==> config.mk <==
export PLATFORM = sky130hd
export DESIGN_NAME = mpx_pilot_sequencer
export DESIGN_NICKNAME = d
export VERILOG_FILES = /design/src/rtl/mpx_pilot_sequencer.sv
export SDC_FILE = /design/constraint.sdc
export NUM_CORES = 1
export LEC_CHECK = 0
export ABC_AREA = 1
export CELL_PAD_IN_SITES_DETAIL_PLACEMENT = 1
export CELL_PAD_IN_SITES_GLOBAL_PLACEMENT = 1
export CORE_MARGIN = 2
export CORE_UTILIZATION = 37
export CTS_CLUSTER_DIAMETER = 200
export DETAILED_ROUTE_END_ITERATION = 12
export GPL_ROUTABILITY_DRIVEN = 0
export PLACE_DENSITY = 0.95
export RECOVER_POWER = 25
export SYNTH_ARGS = -nofsm -noshare
export SYNTH_HDL_FRONTEND = slang
export SYNTH_SLANG_ARGS = --single-unit
==> constraint.sdc <==
create_clock -name mclk -period 10.2 [get_ports mclk]
set_input_delay 1.02 -clock mclk [delete_from_list [all_inputs] [get_ports mclk]]
set_output_delay 1.02 -clock mclk [all_outputs]
set_load 0.01 [all_outputs]
==> src/rtl/mpx_pilot_sequencer.sv <==
// rtl/mpx_pilot_sequencer.sv - MPX pilot gain ramp and overload measurement sequencer
module mpx_pilot_sequencer #(
    parameter int GAIN_WIDTH  = 16,
    parameter int STAT_WIDTH  = 8,
    parameter int MEAS_WINDOW = 48000
) (
    input  logic                  mclk,
    input  logic                  reset,
    input  logic                  cmd_start,
    input  logic                  cmd_stop,
    input  logic                  clear_fault,
    input  logic [GAIN_WIDTH-1:0] target_gain,
    input  logic [GAIN_WIDTH-1:0] ramp_step,
    input  logic [15:0]           ramp_interval,
    input  logic [STAT_WIDTH-1:0] ovl_hi,
    input  logic [STAT_WIDTH-1:0] ovl_lo,
    input  logic [STAT_WIDTH-1:0] stat_min,
    input  logic [STAT_WIDTH-1:0] stat_max,
    input  logic [31:0]           stat_count,
    output logic [GAIN_WIDTH-1:0] pilot_gain,
    output logic [1:0]            stat_cfg,
    output logic [31:0]           stat_limit,
    output logic [2:0]            state,
    output logic                  busy,
    output logic                  fault
);

    typedef enum logic [2:0] {
        S_IDLE      = 3'd0,
        S_RAMP_UP   = 3'd1,
        S_CLEAR     = 3'd2,
        S_MEASURE   = 3'd3,
        S_EVAL      = 3'd4,
        S_RAMP_DOWN = 3'd5
    } state_t;

    localparam logic [31:0] LP_WINDOW = 32'(MEAS_WINDOW);

    state_t                r_state, w_state_nxt;
    logic [GAIN_WIDTH-1:0] r_gain, w_gain_nxt;
    logic [GAIN_WIDTH-1:0] r_target, w_target_nxt;
    logic [15:0]           r_timer, w_timer_nxt;
    logic                  r_clr_cnt, w_clr_cnt_nxt;
    logic                  r_fault, w_fault_nxt;
    logic [1:0]            r_cfg, w_cfg_nxt;
    logic                  r_busy, w_busy_nxt;

    logic [GAIN_WIDTH-1:0] w_step;
    logic [GAIN_WIDTH:0]   w_sum;
    logic [GAIN_WIDTH-1:0] w_up;
    logic [GAIN_WIDTH-1:0] w_dn;
    logic                  w_overload;
    logic                  w_window_done;

    // A zero step would stall the ramp forever, so it behaves as a step of one.
    assign w_step        = (ramp_step == '0) ? {{(GAIN_WIDTH-1){1'b0}}, 1'b1} : ramp_step;
    assign w_sum         = {1'b0, r_gain} + {1'b0, w_step};
    assign w_up          = (w_sum >= {1'b0, r_target}) ? r_target : w_sum[GAIN_WIDTH-1:0];
    assign w_dn          = (r_gain > w_step) ? (r_gain - w_step) : '0;
    assign w_overload    = ($signed(stat_max) > $signed(ovl_hi)) || ($signed(stat_min) < $signed(ovl_lo));
    assign w_window_done = (stat_count >= LP_WINDOW);

    always_comb begin
        w_state_nxt   = r_state;
        w_gain_nxt    = r_gain;
        w_target_nxt  = r_target;
        w_timer_nxt   = r_timer;
        w_clr_cnt_nxt = r_clr_cnt;
        w_fault_nxt   = r_fault & ~clear_fault;

        if (cmd_stop && (r_state != S_IDLE)) begin
            w_state_nxt = S_RAMP_DOWN;
            w_timer_nxt = ramp_interval;
        end else if (cmd_start && !cmd_stop && !r_fault &&
                     ((r_state == S_IDLE) || (r_state == S_RAMP_DOWN))) begin
            w_state_nxt  = S_RAMP_UP;
            w_target_nxt = target_gain;
            w_timer_nxt  = ramp_interval;
        end else begin
            case (r_state)
                S_RAMP_UP: begin
                    if (r_timer == '0) begin
                        w_gain_nxt  = w_up;
                        w_timer_nxt = ramp_interval;
                        if (w_up == r_target) begin
                            w_state_nxt   = S_CLEAR;
                            w_clr_cnt_nxt = 1'b0;
                        end
                    end else begin
                        w_timer_nxt = r_timer - 16'd1;
                    end
                end
                S_RAMP_DOWN: begin
                    if (r_timer == '0) begin
                        w_gain_nxt  = w_dn;
                        w_timer_nxt = ramp_interval;
                        if (w_dn == '0) w_state_nxt = S_IDLE;
                    end else begin
                        w_timer_nxt = r_timer - 16'd1;
                    end
                end
                S_CLEAR: begin
                    if (r_clr_cnt) w_state_nxt = S_MEASURE;
                    else w_clr_cnt_nxt = 1'b1;
                end
                S_MEASURE: begin
                    if (w_window_done) w_state_nxt = S_EVAL;
                end
                S_EVAL: begin
                    if (w_overload) begin
                        w_fault_nxt = 1'b1;
                        w_timer_nxt = ramp_interval;
                        w_state_nxt = S_RAMP_DOWN;
                    end else begin
                        w_state_nxt   = S_CLEAR;
                        w_clr_cnt_nxt = 1'b0;
                    end
                end
                default: w_state_nxt = S_IDLE;
            endcase
        end

        // Stats controls follow the state being entered so they line up with it.
        case (w_state_nxt)
            S_CLEAR:   w_cfg_nxt = 2'b01;
            S_MEASURE: w_cfg_nxt = 2'b10;
            default:   w_cfg_nxt = 2'b00;
        endcase
        w_busy_nxt = (w_state_nxt != S_IDLE);
    end

    always_ff @(posedge mclk) begin
        if (reset) begin
            r_state   <= S_IDLE;
            r_gain    <= '0;
            r_target  <= '0;
            r_timer   <= '0;
            r_clr_cnt <= 1'b0;
            r_fault   <= 1'b0;
            r_cfg     <= 2'b00;
            r_busy    <= 1'b0;
        end else begin
            r_state   <= w_state_nxt;
            r_gain    <= w_gain_nxt;
            r_target  <= w_target_nxt;
            r_timer   <= w_timer_nxt;
            r_clr_cnt <= w_clr_cnt_nxt;
            r_fault   <= w_fault_nxt;
            r_cfg     <= w_cfg_nxt;
            r_busy    <= w_busy_nxt;
        end
    end

    assign state      = r_state;
    assign pilot_gain = r_gain;
    assign stat_cfg   = r_cfg;
    assign stat_limit = LP_WINDOW;
    assign busy       = r_busy;
    assign fault      = r_fault;

endmodule

* Word level (Yosys, flattened, before mapping)
Index checks and enable logic that the tools add are counted.
Cells by class: $add $sub $neg 3, $lt $le $gt $ge 5, equal/unequal tests 13, muxes and demuxes 30, bitwise logic cells 4, reduce and logical (&&, ||, !) cells 22
Operator list (number):
- 16-bit 2-to-1 mux | 9
- 16-bit case mux with 2 select lines | 2
- 16-bit logical NOT | 3
- 32-bit by 16-bit >= comparator with 1-bit output, second input constant | 1
- 3-bit 2-to-1 mux | 9
- 16-bit by 16-bit adder with 17-bit output | 1
- 17-bit by 16-bit >= comparator with 1-bit output | 1
- 16-bit equality test | 1
- 16-bit > comparator | 1
- 16-bit by 1-bit subtractor with 16-bit output, second input constant | 1
- 16-bit subtractor | 1
- 3-bit case mux with 5 select lines | 1
- 3-bit by 2-bit equality test with 1-bit output, second input constant | 4
- 3-bit nonzero test | 3
- 8-bit > comparator | 1
- 8-bit less-than comparator | 1
- 1-bit 2-to-1 mux | 7
- 3-bit equality test, second input constant | 2
- 2-bit inequality test, second input constant | 3
- 6-bit AND reduction | 1
- 5-bit AND reduction | 1
- 1-bit logical AND | 4
- 4-bit inequality test, second input constant | 1
- 2-bit case mux with 2 select lines | 1
- other kinds (12) | 17
Storage, ports and cells: register bits 56, output and inout port bits 55, word-level logic and storage cells 85

* Longest topological paths before layout
Gate-level depths: netlist of run 1.
depth after elaboration 13, gate-level depth with buffers 33, gate-level depth less buffers 33

* Worst setup path after synthesis of run 1
OpenSTA, ideal clock, no wires.
path kind in2reg, start point in ramp_step[12], end point reg r_cfg[1] (netlist: stat_cfg[1]), data arrival time 4.620 ns, required time 10.087 ns, setup slack 5.468 ns, stages 31, buffers on the path 1, cells stage by stage nor4_1 -> nand3_1 -> o41ai_1 -> ha_1 -> fa_1 -> nand3_1 -> nand2_2 -> nand2_1 -> nand2_1 -> xor2_1 -> inv_1 -> ha_1 -> nand2_1 -> nor2_1 -> nand3b_1 -> nand3_1 -> nand2_1 -> nand2_1 -> nand2_1 -> nand2_1 -> nand2_1 -> buf_2 -> nand4_1 -> nand2_1 -> nor2_1 -> nand3_2 -> nor2_2 -> nand2_1 -> nand2_1 -> nand3_2 -> and2_4
Between the ends: cells in the longest elaborated chain, start to end 13, elaborated cells on any way between the ends 20, those cells by class add/sub (2); order compare (2); eq/ne (3); mux (11); reduce/logical (2)
RTL lines:
- start: declaration | line 13 | input logic [GAIN_WIDTH-1:0] ramp_step,
- 16-bit logical NOT | line 56 | assign w_step = (ramp_step == '0) ? {{(GAIN_WIDTH-1){1'b0}}, 1'b1} : ramp_step;
- 16-bit 2-to-1 mux (*) | line 56
- 16-bit by 16-bit adder with 17-bit output | line 57 | assign w_sum = {1'b0, r_gain} + {1'b0, w_step};
- 17-bit by 16-bit >= comparator with 1-bit output | line 58 | assign w_up = (w_sum >= {1'b0, r_target}) ? r_target : w_sum[GAIN_WIDTH-1:0];
- 16-bit 2-to-1 mux | line 58
- 16-bit equality test | line 85 | if (w_up == r_target) begin
- 3-bit 2-to-1 mux | line 85
- 3-bit 2-to-1 mux | line 82 | if (r_timer == '0) begin
- 3-bit case mux with 5 select lines (*) | line 80 | case (r_state)
- 3-bit 2-to-1 mux (*) | line 74 | end else if (cmd_start && !cmd_stop && !r_fault &&
- 3-bit 2-to-1 mux (*) | line 71 | if (cmd_stop && (r_state != S_IDLE)) begin
- 3-bit by 2-bit equality test with 1-bit output | line 124 | case (w_state_nxt)
- 2-bit case mux with 2 select lines (*) | line 124
- end signal: assignment | line 149 | r_cfg <= w_cfg_nxt;
- end: declaration | line 45 | logic [1:0] r_cfg, w_cfg_nxt;
Every way passes the cells marked *; elsewhere a longest branch is shown, timed or not. A chain may end at the register's enable or synchronous reset.

* Worst setup path in the final report of run 1
Same ends and word-level chain as after synthesis.

==> metrics.log, run 1 <==
INFO  metric finish.net_count = 1305
INFO  metric crit_path_end_kind = register
INFO  metric cts.htree.levels = 2
INFO  metric ioPinCount = 172
INFO  metric fin_crit_sh = 72.4%
INFO  metric final_worst_slack = 2.82 ns
INFO  metric r2r-start = pilot_gain[6]
INFO  metric post_route_skew = 0.00804 ns
INFO  metric synth_simple_gate_area_share = 31.0%
INFO  metric clk-insertion-delay-late = 0.32 ns
INFO  metric floorplan.initialDensity = 37.9%
INFO  metric grt_usage = 25.5%
INFO  metric start_kind = primary input
INFO  metric filler_cell_count = 2329
INFO  metric clkSinkCount = 56
INFO  metric max_cap_violations = 0
INFO  metric cts.repair_timing.setup_buffer_count = 0
INFO  metric slowest_delay = 0.75 ns
INFO  metric yosysSeqAreaShare = 17.1%
INFO  metric report.final.setup_viol = 0
INFO  metric grt_start_max_net_pins = 45
INFO  metric family_with_the_most_delay_on_the_worst_path = simple AND/OR/NAND/NOR gates
INFO  metric dieWidth = 137 microns
INFO  metric rr_endpoint = stat_cfg[1]
INFO  metric drc_marker_count_from_the_first_detailed_route_iteration = 411
INFO  metric postSynthRegisterBits = 56
INFO  metric timing.critical_path.buf_inv = 3
INFO  metric path_class = in -> reg
INFO  metric layout.core_utilization = 45.9%
INFO  metric worstPathArrival = 7.60 ns
INFO  metric clk_pin_slew_worst_paths = 0.08 ns
INFO  metric synth_mux_area_share = 0%
INFO  metric synth_top_family_by_area = simple AND/OR/NAND/NOR gates
INFO  metric placeableCoreArea = 0.0173 sq mm
INFO  metric fp.dieArea = 0.0188 sq mm
INFO  metric synth_async_sr_flop_share = 0%
INFO  metric yosys_warns = 0
INFO  metric static-leakage-power = 3.86 nW
INFO  metric setup_total_negative_slack = 0 ns
INFO  metric port_buffers = 132
INFO  metric most_frequently_used_cell_type_in_the_post_synthesis_netlist = sky130_fd_sc_hd__nand2_1
INFO  metric post_cts_resize_count = 0
INFO  metric flow.area_growth_from_synthesis = 21.1%
INFO  metric maxSlewViolCount = 0
INFO  metric synth_fa_ha_area_share = 13.0%
INFO  metric critPathLaunch = ramp_step[12]
INFO  metric power_per_cell_area = 146 mW/mm^2
INFO  metric finalCriticalPeriod = 7.38 ns
INFO  metric die-height = 137 microns
INFO  metric worst_pin_slew = 1.02 ns
INFO  metric post_drt_wl_per_cell = 17.3 microns
INFO  metric slew_headroom = 31.5%
INFO  metric drc_violations_left = 0
INFO  metric syn-cell-area = 0.00655 sq mm
INFO  metric hold_path.class = reg -> reg
INFO  metric max-clock-path-buffers = 2
INFO  metric diodes = 0
INFO  metric r2r_slack = 4.95 ns
INFO  metric hold_ws = 0.497 ns
INFO  metric vias_per_instance = 5.47
INFO  metric clk_root_buffer_cell = sky130_fd_sc_hd__clkbuf_16
INFO  metric max_freq = 135 MHz
INFO  metric post_synth.cell_area_avg = 6.36 sq um
INFO  metric synth_top_cells_by_area = sky130_fd_sc_hd__dfxtp_1, sky130_fd_sc_hd__ha_1, sky130_fd_sc_hd__nand2_1
INFO  metric synth_largest_type_area_fraction = 17.1%
INFO  metric timing.critical_path.to = stat_cfg[1]
INFO  metric first_global_vias = 7687
INFO  metric ir_worst_vdd = 0.000117 V
INFO  metric detailedRoute.firstPassIterationCount = 5
INFO  metric run_status = completed
INFO  metric rsz_0062_raised_after_global_routing = no
INFO  metric stdcell_area = 0.00794 sq mm
INFO  metric post_synth_inst_count = 1030
INFO  metric rr_worst_depth = 24
INFO  metric post-dp-hpwl = 18800 microns
INFO  metric synth_edf_count = 0
INFO  metric holdBufCountCts = 0
INFO  metric grt_pass1_wl = 37700 microns
INFO  metric yosysTopAreaCell = sky130_fd_sc_hd__dfxtp_1
INFO  metric antenna_found_initial = 0
INFO  metric finalWirelength = 23300 microns
INFO  metric layout-drive-gt1-share = 7.04%
INFO  metric cell_count_along_the_critical_path = 31
INFO  metric dr_total_vias = 7365
INFO  metric number_of_antenna_violating_nets_in_the_routed_design = 0
INFO  metric dpl-instance-area = 0.00777 sq mm
INFO  metric synth-xor-area-share = 3.42%
INFO  metric fp-row-count = 48
INFO  metric worst_setup_timing_slack_at_the_placement_stage = 2.60 ns
INFO  metric cts_made_buffers = 5
INFO  metric unique_cell_type_count_in_the_yosys_netlist = 51
INFO  metric required_time_of_the_worst_setup_path = 10.42 ns
INFO  metric critical-path-slowest-cell = sky130_fd_sc_hd__nand2_2
INFO  metric global_route_congestion_overflow_total = 0
INFO  metric synth_compound_gate_area_share = 19.1%
INFO  metric report.final.hold_viol_count = 0
INFO  metric critical_path_peak_fanout = 34
INFO  metric netlist_top_cells_count = sky130_fd_sc_hd__nand2_1, sky130_fd_sc_hd__inv_1, sky130_fd_sc_hd__nor2_1
INFO  metric yosys_most_used_dff = sky130_fd_sc_hd__dfxtp_1
INFO  metric critical-path-top-cell-by-count = sky130_fd_sc_hd__nand2_1
INFO  metric tritoncts = built
[worst min-delay path by stage]
stage / slack (ns) / endpoint / start / depth (start not counted)
global placement: 0.45 / r_clr_cnt / r_clr_cnt / 2
floorplan: 0.44 / r_clr_cnt / r_clr_cnt / 2
finish: 0.50 / fault / fault / 2
detailed placement: 0.48 / r_clr_cnt / r_clr_cnt / 2
global route: 0.52 / r_clr_cnt / r_clr_cnt / 2
CTS: 0.49 / r_clr_cnt / r_clr_cnt / 2
[tightest hold or removal path, delay by kind of cell (launching register included)]
kind               cells  cell delay (ns)
DFF                    1             0.33
and+or+nand+nor        1             0.07
AOI/OAI and AO/OA      1             0.05
[layer usage]
metal / up-vias / track usage (%) / wire (microns)
met1: 3517 / 31.1 / 9870
met5: - / 0 / 0
met2: 244 / 44.0 / 11500
li1: 3546 / - / -
met3: 58 / 3.78 / 1210
met4: 0 / 11.3 / 763
[layout make-up]
cell class	count	area [sq um]	area share [%]
clock buffer	5	125	1.58
inverter	146	551	6.94
multi-input combinational	777	4480	56.5
sequential	56	1120	14.1
timing repair buffer	135	1350	17.0
clock inverter	3	28.8	0.363
tap	225	282	3.55
[metrics by stage]
| stage | cells | total power, W |
|---|---|---|
| after floorplan | 1060 | 0.000782 |
| after global placement | 1338 | 0.000926 |
| after detailed placement | 1338 | 0.000962 |
| after CTS | 1346 | 0.00116 |
| after global routing | 1347 | 0.00127 |
| final | 1347 | 0.00116 |
[state kept, by name, summed over array words and instances, names as in the netlist]
register	flops
pilot_gain	16
r_target	16
r_timer	16
state	3
stat_cfg	2
busy	1
fault	1
r_clr_cnt	1
[power by group]
part / internal, W / total [W] / switching (W) / leakage (nW)
registers: 0.000267 / 0.000314 / 0.0000463 / 0.458
clock network: 0.0000952 / 0.000195 / 0.0000995 / 0.0767
logic: 0.000235 / 0.000654 / 0.000419 / 3.32
[cell families after synthesis]
logic type,Yosys count
other cells,2
simple gates,445
flops,56
buf+inv,227
fa+ha+maj,67
xor+xnor,23
compound gates,210
[cells in the final DEF (no fill, tap or decap), types with 5 or more instances in the layout]
cell,netlist,layout
sky130_fd_sc_hd__dfxtp_1,56,56
sky130_fd_sc_hd__conb_1,2,32
sky130_fd_sc_hd__dlygate4sd3_1,0,19
sky130_fd_sc_hd__a21oi_2,7,7
sky130_fd_sc_hd__o211ai_1,20,20
sky130_fd_sc_hd__nand4_1,46,46
sky130_fd_sc_hd__nand2_1,212,212
sky130_fd_sc_hd__inv_2,17,17
sky130_fd_sc_hd__nor3_1,10,10
sky130_fd_sc_hd__nand3_2,6,6
sky130_fd_sc_hd__nor2_2,5,5
sky130_fd_sc_hd__clkdlybuf4s50_1,0,113
sky130_fd_sc_hd__a21oi_1,70,70
sky130_fd_sc_hd__ha_1,65,65
sky130_fd_sc_hd__inv_1,128,128
sky130_fd_sc_hd__xor2_1,17,17
sky130_fd_sc_hd__nor4_1,6,6
sky130_fd_sc_hd__a211oi_1,7,7
sky130_fd_sc_hd__clkbuf_16,0,5
sky130_fd_sc_hd__nand2_2,11,11
sky130_fd_sc_hd__nor2_1,82,82
sky130_fd_sc_hd__nand3_1,52,52
sky130_fd_sc_hd__a31oi_1,20,20
sky130_fd_sc_hd__o21ai_0,66,66
(Power assumes the default switching activity.)
==> run 2, diff against run 1 <==
--- a/config.mk
+++ b/config.mk
@@ -9,11 +9,11 @@
 export CELL_PAD_IN_SITES_DETAIL_PLACEMENT = 1
 export CELL_PAD_IN_SITES_GLOBAL_PLACEMENT = 1
 export CORE_MARGIN = 2
-export CORE_UTILIZATION = 37
+export CORE_UTILIZATION = 35
 export CTS_CLUSTER_DIAMETER = 200
 export DETAILED_ROUTE_END_ITERATION = 12
 export GPL_ROUTABILITY_DRIVEN = 0
-export PLACE_DENSITY = 0.95
+export PLACE_DENSITY = 0.91
 export RECOVER_POWER = 25
 export SYNTH_ARGS = -nofsm -noshare
 export SYNTH_HDL_FRONTEND = slang
==> constraint.sdc (replaced) <==
create_clock -name mclk -period 7.3 [get_ports mclk]
set_input_delay 0.73 -clock mclk [delete_from_list [all_inputs] [get_ports mclk]]
set_output_delay 0.73 -clock mclk [all_outputs]
set_load 0.01 [all_outputs]
==> metrics.log, run 2 (synthesis gave the netlist of run 1 again) <==
INFO  metric grt_start_max_net_pins = 45 (unchanged)
INFO  metric clkSinkCount = 56 (unchanged)
INFO  metric cts.repair_timing.setup_buffer_count = 0 (unchanged)
INFO  metric maxSlewViolCount = 0 (unchanged)
INFO  metric report.final.setup_viol = 0 (unchanged)
INFO  metric rr_worst_depth = 14 (was 24)
INFO  metric hold_path.class = reg -> reg (unchanged)
INFO  metric detailedRoute.firstPassIterationCount = 5 (unchanged)
INFO  metric stdcell_area = 0.00796 sq mm (was 0.00794 sq mm)
INFO  metric fin_crit_sh = 82.3%
INFO  metric vias_per_instance = 5.35 (was 5.47)
INFO  metric port_buffers = 132 (unchanged)
INFO  metric fp.dieArea = 0.0198 sq mm (was 0.0188 sq mm)
INFO  metric flow.area_growth_from_synthesis = 21.4% (was 21.1%)
INFO  metric cellInternalPower = 0.000836 W (was 0.000598 W)
INFO  metric r2r-start = state[0] (was pilot_gain[6])
INFO  metric report.final.hold_viol_count = 0 (unchanged)
INFO  metric critical-path-slowest-cell = sky130_fd_sc_hd__o41ai_1 (was sky130_fd_sc_hd__nand2_2)
INFO  metric clk_root_buffer_cell = sky130_fd_sc_hd__clkbuf_16 (unchanged)
INFO  metric path_class = in -> reg (unchanged)
INFO  metric dieWidth = 141 microns (was 137 microns)
INFO  metric floorplan.initialDensity = 35.4% (was 37.9%)
INFO  metric post_drt_wl_per_cell = 16.5 microns (was 17.3 microns)
INFO  metric post_route_skew = 0.0106 ns (was 0.00804 ns)
INFO  metric global_route_congestion_overflow_total = 0 (unchanged)
INFO  metric post-dp-hpwl = 18400 microns (was 18800 microns)
INFO  metric worstPathArrival = 6.21 ns (was 7.60 ns)
INFO  metric max_cap_violations = 0 (unchanged)
INFO  metric first_global_vias = 7549 (was 7687)
INFO  metric clk_pin_slew_worst_paths = 0.08 ns (about the same)
INFO  metric run_status = completed (unchanged)
INFO  metric antenna_found_initial = 0 (unchanged)
INFO  metric grt_util_met2 = 40.6% (was 44.0%)
INFO  metric switching_share = 47.9% (was 48.6%)
INFO  metric power.share.combinational = 56.4% (was 56.2%)
INFO  metric switching_power = 0.000769 W (was 0.000565 W)
INFO  metric final_cell_mix = sky130_fd_sc_hd__nand2_1, sky130_fd_sc_hd__inv_1, sky130_fd_sc_hd__clkdlybuf4s50_1 (unchanged)
INFO  metric r2r_slack = 2.60 ns (was 4.95 ns)
INFO  metric filler_cell_count = 2443 (was 2329)
INFO  metric rsz_0062_raised_after_global_routing = no (unchanged)
INFO  metric critical-path-top-cell-by-count = sky130_fd_sc_hd__nand2_1 (unchanged)
INFO  metric drc_marker_count_from_the_first_detailed_route_iteration = 285 (was 411)
INFO  metric grt.busiest_layer = met2 (unchanged)
INFO  metric finish.net_count = 1307 (was 1305)
INFO  metric groute.layer.met1.usage = 27.6% (was 31.1%)
INFO  metric grt_use_met3 = 2.45% (was 3.78%)
INFO  metric post_cts_resize_count = 0 (unchanged)
INFO  metric clock_power_share = 16.2% (was 16.8%)
INFO  metric power_per_cell_area = 202 mW/mm^2 (was 146 mW/mm^2)
INFO  metric diodes = 0 (unchanged)
INFO  metric rr_endpoint = r_timer[11] (was stat_cfg[1])
INFO  metric holdBufCountCts = 0 (unchanged)
INFO  metric static-leakage-power = 3.86 nW (about the same)
INFO  metric slowest_delay = 0.65 ns (was 0.75 ns)
INFO  metric critical_path_peak_fanout = 30 (was 34)
INFO  metric dr_total_vias = 7266 (was 7365)
INFO  metric grt_usage = 22.6% (was 25.5%)
INFO  metric drc_violations_left = 0 (unchanged)
INFO  metric dpl-instance-area = 0.00780 sq mm (was 0.00777 sq mm)
INFO  metric die-height = 141 microns (was 137 microns)
INFO  metric fp-row-count = 50 (was 48)
INFO  metric tritoncts = built (unchanged)
INFO  metric finalWirelength = 22400 microns (was 23300 microns)
INFO  metric crit_path_end_kind = register (unchanged)
INFO  metric grt_pass1_wl = 36500 microns (was 37700 microns)
INFO  metric timing.critical_path.to = busy (was stat_cfg[1])
INFO  metric ir_worst_vdd = 0.000145 V (was 0.000117 V)
INFO  metric layout-drive-gt1-share = 7.21% (was 7.04%)
INFO  metric max-clock-path-buffers = 2 (unchanged)
INFO  metric number_of_antenna_violating_nets_in_the_routed_design = 0 (unchanged)
INFO  metric finalCriticalPeriod = 6.00 ns
INFO  metric placeableCoreArea = 0.0185 sq mm (was 0.0173 sq mm)
INFO  metric mostFrequentLayoutCell = sky130_fd_sc_hd__nand2_1 (unchanged)
INFO  metric slew_headroom = 32.7% (was 31.5%)
INFO  metric cts_made_buffers = 5 (unchanged)
INFO  metric start_kind = primary input (unchanged)
INFO  metric max_freq = 167 MHz
INFO  metric required_time_of_the_worst_setup_path = 7.50 ns (was 10.42 ns)
INFO  metric clk-insertion-delay-late = 0.31 ns (was 0.32 ns)
INFO  metric setup_total_negative_slack = 0 ns (unchanged)
INFO  metric critPathLaunch = ramp_step[12] (unchanged)
INFO  metric seqPwrFrac = 27.3% (was 27.0%)
INFO  metric cts.htree.levels = 2 (unchanged)
INFO  metric worst_pin_slew = 1.01 ns (was 1.02 ns)
INFO  metric ioPinCount = 172 (unchanged)
## run 2: how the worst min path moves through the flow
stage	slack, ns	endpoint	cells past startpoint	from
after floorplan	0.44	r_clr_cnt	2	r_clr_cnt
after global placement	0.45	r_clr_cnt	2	r_clr_cnt
after detailed placement	0.46	r_clr_cnt	2	r_clr_cnt
after CTS	0.48	r_clr_cnt	2	r_clr_cnt
after global routing	0.50	r_clr_cnt	2	r_clr_cnt
final	0.47	r_clr_cnt	2	r_clr_cnt
## run 2: layer usage
| metal | vias up | part of all wire (%) |
|---|---|---|
| li1 | 3537 | - |
| met1 | 3495 | 43 |
| met2 | 186 | 49 |
| met3 | 48 | 4.3 |
| met4 | 0 | 3.5 |
| met5 | - | 0 |
## run 2: worst max-delay path, delay by kind of cell
| kind | cells | cell delay (ns) |
|---|---|---|
| and+or+nand+nor | 25 | 2.92 |
| adders and majority gates | 3 | 0.76 |
| buffers and inverters | 2 | 0.69 |
| AOI/OAI and AO/OA | 1 | 0.65 |
| xor gates and xnor gates | 1 | 0.43 |
## run 2: area by class of cell
cell class | instances | area [sq um] | area share [%]
Timing Repair Buffer | 137 | 1360 | 17.1
Multi-Input combinational cell | 777 | 4480 | 56.3
Clock buffer | 5 | 125 | 1.57
Clock inverter | 3 | 27.5 | 0.346
Inverter | 146 | 551 | 6.92
Sequential cell | 56 | 1120 | 14.1
Tap cell | 234 | 293 | 3.68
## run 2: power by group through the flow
| stage | logic, W | clock network, W | registers [W] |
|---|---|---|---|
| detailed placement | 0.000892 | 0 | 0.000444 |
| finish | 0.000906 | 0.000261 | 0.000439 |
| global route | 0.00102 | 0.000275 | 0.000450 |
| floorplan | 0.000660 | 0 | 0.000432 |
| global placement | 0.000853 | 0 | 0.000440 |
| CTS | 0.000904 | 0.000267 | 0.000439 |
## run 2: stage by stage
step / setup WS [ns] / hold slack (ns) / util [%] / power (W) / std cells
after detailed placement: 0.980 / 0.464 / 42.1 / 0.00134 / 1350
final: 1.30 / 0.471 / 43.0 / 0.00161 / 1358
after floorplan: 2.86 / 0.439 / - / 0.00109 / 1060
after global placement: 1.15 / 0.449 / 42.1 / 0.00129 / 1350
after global routing: 0.664 / 0.504 / 43.0 / 0.00175 / 1358
after CTS: 1.26 / 0.477 / 43.0 / 0.00161 / 1358
==> edit, RTL diff (settings of run 2) <==
Put one more register stage on the output `state`, cleared by the reset. The value now appears one clock later. The other outputs are not delayed to match.
--- a/src/rtl/mpx_pilot_sequencer.sv
+++ b/src/rtl/mpx_pilot_sequencer.sv
@@ -153,3 +153,9 @@
 
-    assign state      = r_state;
+    always_ff @(posedge mclk) begin
+        if (reset) begin
+            state <= '0;
+        end else begin
+            state <= r_state;
+        end
+    end
     assign pilot_gain = r_gain;
Behaviour: not the same (Yosys sat finds a counterexample within 4 cycles, from zero or initial values and one cycle with reset high).
==> edit against run 2 <==
Critical path depth is 4 lower; setup slack better by 0.18 ns; synthesized area is 1.8% higher; design area is 3.9% higher; routed wire length is 2.0% higher; die area is 1.8% higher; register-to-register slack better by 0.04 ns; clock skew is 0.0036 ns higher; non-clock buffer count is 1 lower; first-iteration DRC count is 24% higher; total power is 17% higher; sequential cell count is 3 higher; sequential power is 3% higher; largest cell class unchanged; largest power group unchanged; highest routed layer unchanged.
==> edit: results (changes against run 2) <==
* Placed inst area at 7963 sq um (+2.0%)
* Worst skew pair latency at 0.35 ns (+0.04 ns)
* Highest-delay cell along the critical path: a21oi_4
* First-pass GRT wire length at 36.97 mm (+1.2%)
* CTS H-tree depth at 3 (+1)
* Routed length on met3 at 1.203 mm (+26%)
* Leakage power at 0.004088 uW (+5.9%)
* Vias in the first global route at 7694 (+1.9%)
* Critical Path Start: ramp_step[12]
* Reg2Reg Launch Point: pilot_gain[5]
* Met1 wire length at 9.318 mm (-3.6%)
* # nets final at 1342 (+2.7%)
* Final wirelength at 22.82 mm (+2.0%)
* Largest net degree at the start of global routing at 36 (-20%)
* Final Skew at 0.01412 ns (+0.003564 ns)
* Slew @ Worst Pin at 0.9036 ns (-0.1015 ns)
* R2R cell count at 23 (+9)
* XOR/XNOR Fraction of Synth Area at 0.03132 (-0.002866)
* Cts bufs inserted at 9 (+4)
* Synth Area in Adders at 0.1279 (-0.002345)
* Status: finished, final reports clean
* Layout cells sized above 1 at 0.07229 (+0.0002251)
* Slowest stage delay, CP at 0.70 ns (+0.05 ns)
* Hold Crit Start: fault
* WL met2 at 11.59 mm (+5.7%)
* Fill count at 2436 (-0.29%)
* Register area share after synthesis at 0.1770 (+0.005921)
* Top cells by area, synth: dfxtp_1 18%, nand2_1 12%, ha_1 12%
* GRT Total Usage at 0.2268 (+0.001191)
* Drt initial violations at 352 (+24%)
* Critical Path AT at 6.11 ns (-0.10 ns)
[edit: through the flow]
| stage | cells | total power, uW | hold WS, ns | worst slack [ns] |
|---|---|---|---|---|
| 2_1_floorplan | 1090 | 1158 | 0.4519 | 3.171 |
| 3_3_place_gp | 1381 | 1376 | 0.4725 | 1.224 |
| 3_5_place_dp | 1381 | 1420 | 0.4792 | 1.205 |
| 4_1_cts | 1396 | 1882 | 0.4896 | 1.504 |
| 5_1_grt | 1396 | 2026 | 0.5165 | 1.072 |
| 6_report | 1396 | 1875 | 0.4818 | 1.475 |
[edit: metal layers]
layer,vias to the layer above,GRT usage
met1,3481,0.2610
met2,221,0.4139
met4,0,0.09000
li1,3643,-
met3,53,0.04105
met5,-,0
[edit: kinds of logic after synthesis]
kind of cell	count (synthesis)
fa+ha+maj	67
buf+inv	235
compound gates	201
xor+xnor	23
simple gates	473
flops	59
other cells	2
[edit: worst paths after layout]
kind         endpoint  slack (ns)
max              busy        1.48
min             fault        0.48
max reg2reg      busy        2.64
min reg2reg     fault        0.48
[edit: final cells by class]
class,instances,area [sq um],share of cell area
multi-input combinational,796,4549,0.5504
tap,234,292.8,0.03542
clock inverter,4,50.05,0.006055
timing repair buffer,136,1351,0.1635
sequential,59,1181,0.1429
inverter,156,588.1,0.07115
clock buffer,11,252.7,0.03058
[edit: power breakdown]
group	total [uW]	leakage, uW	switching [uW]	internal, uW
sequential	454	0.000483	63.4	391
combinational	976	0.00346	625	351
clock	444	0.000144	164	280
[edit: critical path, delay by kind of cell]
kind / cells / cell delay [ns]
AND/OR/NAND/NOR: 20 / 2.67
AO/OA/AOI/OAI: 2 / 1.05
adder cells (fa/ha/maj): 3 / 0.77
XOR/XNOR: 1 / 0.36
buffers and inverters: 2 / 0.50
